**config.mk**
```make
export PLATFORM = sky130hd
export DESIGN_NAME = encostate_tx
export DESIGN_NICKNAME = d
export VERILOG_FILES = /design/src/rtl/encostate_tx.sv
export SDC_FILE = /design/constraint.sdc
export NUM_CORES = 1
export LEC_CHECK = 0
export BUFFER_PORTS_ARGS = -buffer_cell sky130_fd_sc_hd__buf_2
export CORE_MARGIN = 2
export CORE_UTILIZATION = 42
export CTS_CLUSTER_DIAMETER = 40
export DETAILED_ROUTE_END_ITERATION = 8
export GPL_TIMING_DRIVEN = 0
export PLACE_DENSITY = 0.72
export SETUP_SLACK_MARGIN = 0.05
export SLEW_MARGIN = 20
export SYNTH_ARGS = -nofsm -noshare
export SYNTH_HDL_FRONTEND = slang
export SYNTH_SLANG_ARGS = --single-unit
```
**constraint.sdc**
```tcl
create_clock -name clk -period 1.5 [get_ports clk]
set_clock_uncertainty 0.2 [all_clocks]
set_input_delay 0.3 -clock clk [delete_from_list [all_inputs] [get_ports clk]]
set_output_delay 0.3 -clock clk [all_outputs]
set_load 0.02 [all_outputs]
```
**src/rtl/encostate_tx.sv**
```systemverilog
// -----------------------------------------------------------------------------
// encostate_tx
//   Re-encodes a decoded display index (0..8) into the 4-bit state code (1..9)
//   that the state-code decoder consumes, behind a valid/ready handshake with a
//   single-entry output register. Illegal indices (9..15) are consumed, flagged
//   with a one-cycle err pulse and counted in a saturating error counter.
//
//   Optional build macro: ENCOSTATE_AUTOSTEP_EN
//     When defined, an internal auto-stepper injects indices 0..8 (wrapping)
//     every DWELL cycles while auto_en=1 and no external index is offered.
//     When undefined, auto_en is ignored and no stepper logic is built.
//
// Parameters:
//   DEDUP  - 1: an accepted index whose code equals the last emitted code
//            produces no output beat
//   DWELL  - auto-step period in clk cycles (optional feature only)
//   ERRW   - width of the saturating error counter
//
// Ports:
//   clk        system clock, rising edge
//   rst        synchronous active-high reset
//   idx_in     index to encode (legal 0..8)
//   in_valid   idx_in valid this cycle
//   in_ready   block can accept idx_in this cycle
//   code_out   encoded state code
//   out_valid  code_out holds an untaken beat
//   out_ready  downstream consumes code_out this cycle
//   err        one-cycle pulse after an accepted illegal index
//   err_cnt    saturating count of illegal indices
//   auto_en    auto-step enable (optional feature only)
// -----------------------------------------------------------------------------
module encostate_tx #(
    parameter int DEDUP = 0,
    parameter int DWELL = 50_000_000,
    parameter int ERRW  = 8
) (
    input  logic            clk,
    input  logic            rst,
    input  logic [3:0]      idx_in,
    input  logic            in_valid,
    output logic            in_ready,
    output logic [3:0]      code_out,
    output logic            out_valid,
    input  logic            out_ready,
    output logic            err,
    output logic [ERRW-1:0] err_cnt,
    input  logic            auto_en
);

    localparam logic [0:0]      ST_EMPTY = 1'b0;
    localparam logic [0:0]      ST_FULL  = 1'b1;
    localparam int              CNTW     = (DWELL > 1) ? $clog2(DWELL) : 1;
    localparam logic [ERRW-1:0] ERR_MAX  = '1;

    // Exact inverse of the decoder's code->index map.
    function automatic logic [3:0] encode(input logic [3:0] idx);
        case (idx)
            4'd0:    encode = 4'd4;
            4'd1:    encode = 4'd5;
            4'd2:    encode = 4'd6;
            4'd3:    encode = 4'd3;
            4'd4:    encode = 4'd2;
            4'd5:    encode = 4'd1;
            4'd6:    encode = 4'd7;
            4'd7:    encode = 4'd8;
            4'd8:    encode = 4'd9;
            default: encode = 4'd0;
        endcase
    endfunction

    logic [0:0]      state_reg, state_next;
    logic [3:0]      code_reg, code_next;
    logic [3:0]      last_reg, last_next;
    logic            err_reg, err_next;
    logic [ERRW-1:0] err_cnt_reg, err_cnt_next;

    logic            eff_valid;
    logic [3:0]      eff_idx;
    logic            accept;
    logic            legal;
    logic            dup;
    logic            emit;
    logic [3:0]      new_code;

    // Held low during reset so nothing upstream believes a beat was taken.
    assign in_ready = !rst && ((state_reg == ST_EMPTY) || out_ready);

`ifdef ENCOSTATE_AUTOSTEP_EN
    localparam logic [CNTW-1:0] DWELL_TC = CNTW'(DWELL - 1);

    logic [CNTW-1:0] dwell_reg;
    logic [3:0]      auto_idx_reg;
    logic            auto_fire;

    // External traffic always wins; the stepper only fires into an idle input.
    assign auto_fire = auto_en && !in_valid && (dwell_reg == DWELL_TC) && in_ready;
    assign eff_valid = in_valid || auto_fire;
    assign eff_idx   = in_valid ? idx_in : auto_idx_reg;

    always_ff @(posedge clk) begin
        if (rst) begin
            dwell_reg    <= '0;
            auto_idx_reg <= 4'd0;
        end else if (!auto_en || in_valid) begin
            dwell_reg <= '0;
        end else if (dwell_reg == DWELL_TC) begin
            // Terminal count waits here until the output can take the beat.
            if (in_ready) begin
                dwell_reg    <= '0;
                auto_idx_reg <= (auto_idx_reg == 4'd8) ? 4'd0 : auto_idx_reg + 4'd1;
            end
        end else begin
            dwell_reg <= dwell_reg + CNTW'(1);
        end
    end
`else
    logic            unused_auto_en;
    logic [CNTW-1:0] unused_dwell_tc;

    assign unused_auto_en  = auto_en;
    assign unused_dwell_tc = CNTW'(DWELL - 1);
    assign eff_valid       = in_valid;
    assign eff_idx         = idx_in;
`endif

    assign accept   = eff_valid && in_ready;
    assign legal    = (eff_idx <= 4'd8);
    assign new_code = encode(eff_idx);
    // last_reg resets to 0, a code never produced, so the first beat always goes.
    assign dup      = (DEDUP != 0) && (new_code == last_reg);
    assign emit     = accept && legal && !dup;

    always_comb begin
        state_next   = state_reg;
        code_next    = code_reg;
        last_next    = last_reg;
        err_next     = accept && !legal;
        err_cnt_next = err_cnt_reg;

        if (err_next && (err_cnt_reg != ERR_MAX)) begin
            err_cnt_next = err_cnt_reg + ERRW'(1);
        end

        if (emit) begin
            state_next = ST_FULL;
            code_next  = new_code;
            last_next  = new_code;
        end else if ((state_reg == ST_FULL) && out_ready) begin
            state_next = ST_EMPTY;
        end
    end

    always_ff @(posedge clk) begin
        if (rst) begin
            state_reg   <= ST_EMPTY;
            code_reg    <= 4'd0;
            last_reg    <= 4'd0;
            err_reg     <= 1'b0;
            err_cnt_reg <= '0;
        end else begin
            state_reg   <= state_next;
            code_reg    <= code_next;
            last_reg    <= last_next;
            err_reg     <= err_next;
            err_cnt_reg <= err_cnt_next;
        end
    end

    assign code_out  = code_reg;
    assign out_valid = (state_reg == ST_FULL);
    assign err       = err_reg;
    assign err_cnt   = err_cnt_reg;

endmodule
```
==> run_results.csv <==
group,metric,value,unit
run_status,outcome,"finished with violations",
run_status,violations,"setup timing",
synthesis,postSynthNetCount,89,
sta,grt_setup_unrepaired,"yes",
synthesis,synth_edf_count,0,
clock_network,holdBufCountCts,0,
global_route,antenna_found_initial,0,
detailed_routing,highest_layer,"met4",
detailed_routing,drt_iter0_drc,15,
synthesis,post-synth-top-count-cell,"dfxtp_1",
synthesis,synth_cell_type_count,29,
place,place_inst,115,
critical_path,critical_path.max_fanout,5,
power_and_ir_drop,p_per_area,694,nW/um^2
global_route,grt_usage,0.203,
critical_path,critPathLaunchType,"flip-flop",
job,cap_violations,0,
place,portBuffers,22,
critical_path,crit_chain,"ha_4 > nand2_4 > nor3_4 > clkbuf_8 > or3_1 > a21oi_1",
synthesis,synth-seq-cells,14,
synthesis,ys_async_sr_fraction,0,
floorplan,num_rows,14,
power_and_ir_drop,vdd_drop_max,0.499,mV
critical_path,cpPeakStageDelay,0.37,ns
detailed_routing,via_count,709,
clock_network,cts_tree,"yes",
floorplan,die_h,44.5,um
layout,diodes,0,
synthesis,postSynthCellCount,77,
detailed_routing,wl_per_cell,14.2,um
detailed_routing,drc,0,
layout,nets,122,
critical_path,crit_path_top_delay_cell,"dfxtp_4",
detailed_routing,route.met3.wl,70,um
layout,fin_cells,125,
clock_network,cts_made_buffers,3,
sta,clock.fmax,650,MHz
sta,setup_viol,5,
detailed_routing,drtPass1Iterations,4,
synthesis,yosysSeqAreaShare,0.407,
critical_path,cp_top_family,"simple AND/OR/NAND/NOR gates",
floorplan,start_util,0.452,
min_path,holdCritStartpoint,"rst",
power_and_ir_drop,p_total,0.725,mW
synthesis,synthFlopType,"dfxtp_1",
critical_path,regToRegStartpoint,"err_cnt[1]",
clock_network,htree_levels,1,
power_and_ir_drop,pwr-share-clk,0.329,
power_and_ir_drop,intPower,0.525,mW
synthesis,synth-warning-count,0,
synthesis,avgSynthCellArea,8.94,um^2
critical_path,startpoint,"err_cnt[1]",
synthesis,syn_area,688,um^2
min_path,hold_path.class,"in2reg",
clock_network,clock_sink_count,14,
sta,finalHoldViolations,0,
floorplan,pin_count,24,
place,place_area,891,um^2
power_and_ir_drop,power_frac_seq,0.522,
clock_network,clkLatencyLatePin,0.29,ns
layout,final_area,1040,um^2
clock_network,root_buffer,"clkbuf_4",
detailed_routing,wl_met1,795,um
power_and_ir_drop,switchingPower,0.200,mW
detailed_routing,drt_wl_total,1780,um
floorplan,dieArea,1980,um^2
sta,period_share,1.03,
layout,drive_gt1_frac,0.532,
clock_network,clk_pin_slew_worst_paths,0.09,ns
place,place_congestion,0.753,
sta,hold_ws,0.0434,ns
sta,tightest_slew,0.319,ns
synthesis,yosys-top-cells-area,"dfxtp_1 (41%), ha_1 (5.5%), mux2i_1 (4.4%), inv_1 (3.8%), o311ai_0 (3.8%)",
critical_path,cp.buffers_inverters,1,
detailed_routing,via_per_inst,5.67,
critical_path,cp.required,1.52,ns
detailed_routing,drtAntennaViolNets,0,
critical_path,critPathCaptureType,"flip-flop",
sta,fin_crit,1.54,ns
sta,slew_headroom,0.786,
detailed_routing,met2_length,858,um
place,dp_hpwl,1170,um
global_route,grt_pass1_vias,643,
sta,fin_ws,-0.0376,ns
layout,areaGrowthSynthToFinish,51.8,%
power_and_ir_drop,p_leak,0.455,nW
power_and_ir_drop,swShare,0.276,
floorplan,dieWidth,44.5,um
global_route,grt_pass1_wl,2810,um
critical_path,arrival,1.56,ns
clock_network,cts_buffer_depth,2,
floorplan,core_area,1520,um^2
synthesis,synth_largest_area_cell,"dfxtp_1",
power_and_ir_drop,p_comb_frac,0.148,
global_route,grt_start_max_net_pins,11,
synthesis,synth_top_area_frac,0.407,
sta,slew_viol_final,0,
critical_path,r2r_setup_slack,-0.04,ns
critical_path,worstSetupPathType,"reg2reg",
layout,largest_register_ffs,8,
global_route,overflow,0,
synthesis,synth_common_cells,"dfxtp_1 (14), inv_1 (7), a21oi_1 (5), nor2_1 (5), nand2_1 (4)",
## placed cells by master (no fill, tap or decap), types with 2 or more instances in the layout
cell       n
a21oi_1    5
a221oi_1   2
a22oi_1    2
a311oi_1   2
buf_2     20
buf_4      6
buf_6      2
clkbuf_4   3
clkbuf_8   2
dfxtp_1    6
dfxtp_2    3
dfxtp_4    5
ha_4       2
inv_1      4
inv_2      2
mux2i_1    3
nand2_1    3
nand2b_1   2
nand3_2    2
nor2_1     4
o21ai_0    2
o311ai_1   3
o41ai_1    3
## worst reg2reg max path, delay by kind of cell (launching register included)
kind	cells	cell delay [ns]
compound gates	1	0.12
fa+ha+maj	1	0.18
buf+inv	1	0.15
flops	1	0.37
simple gates	3	0.45
## cell type report
cell class,instances,area [um^2]
plain buffers,3,30.0
clock buffers,4,26.3
fillers,127,479
inverters,7,28.8
multi-input cells,53,467
flip-flops and latches,14,303
well taps,16,20.0
repair buffers,28,170
## worst paths after layout
check / end / depth (start not counted)
min reg2reg: code_out[0] / 2
max: err_cnt[0] / 6
min: code_out[0] / 2
max reg2reg: err_cnt[0] / 6
## through the flow
step	setup WS [ns]	utilization	TNS [ns]
CTS	-0.0491	0.668	-0.109
finish	-0.0376	0.686	-0.116
floorplan	-0.0226	-	-0.0329
global route	-0.103	0.686	-0.483
global placement	-0.232	0.585	-2.02
detailed placement	-0.272	0.585	-2.47
## metal layers
layer  up-vias  GRT usage
li1        355          -
met1       331      0.246
met2        18      0.319
met3         5     0.0367
met4         0      0.145
met5         -          0
## what timing repair did
item / 4_1_cts / 5_1_grt
gates cloned: 1 / 0
gates resized for setup: 12 / 6
buffers inserted: 4 / 1
endpoints found under the hold margin: 0 / 0
pin swaps: 4 / 2
endpoints found under the setup margin: 9 / 15
## power groups by stage
stage,logic (mW),clock network (mW),registers (mW)
final,0.108,0.239,0.379
after floorplan,0.0448,0,0.401
after detailed placement,0.0927,0,0.390
after global placement,0.0903,0,0.389
after global routing,0.120,0.256,0.380
after CTS,0.105,0.247,0.381
## cells by family after synthesis
kind of cell	count (synthesis)	share of synthesized area
AND/OR/NAND/NOR	25	0.205
AO/OA/AOI/OAI	22	0.233
flip-flops	14	0.407
buffers and inverters	10	0.0564
multiplexers	3	0.0436
adder cells (fa/ha/maj)	3	0.0546
(Power assumes the default switching activity.)
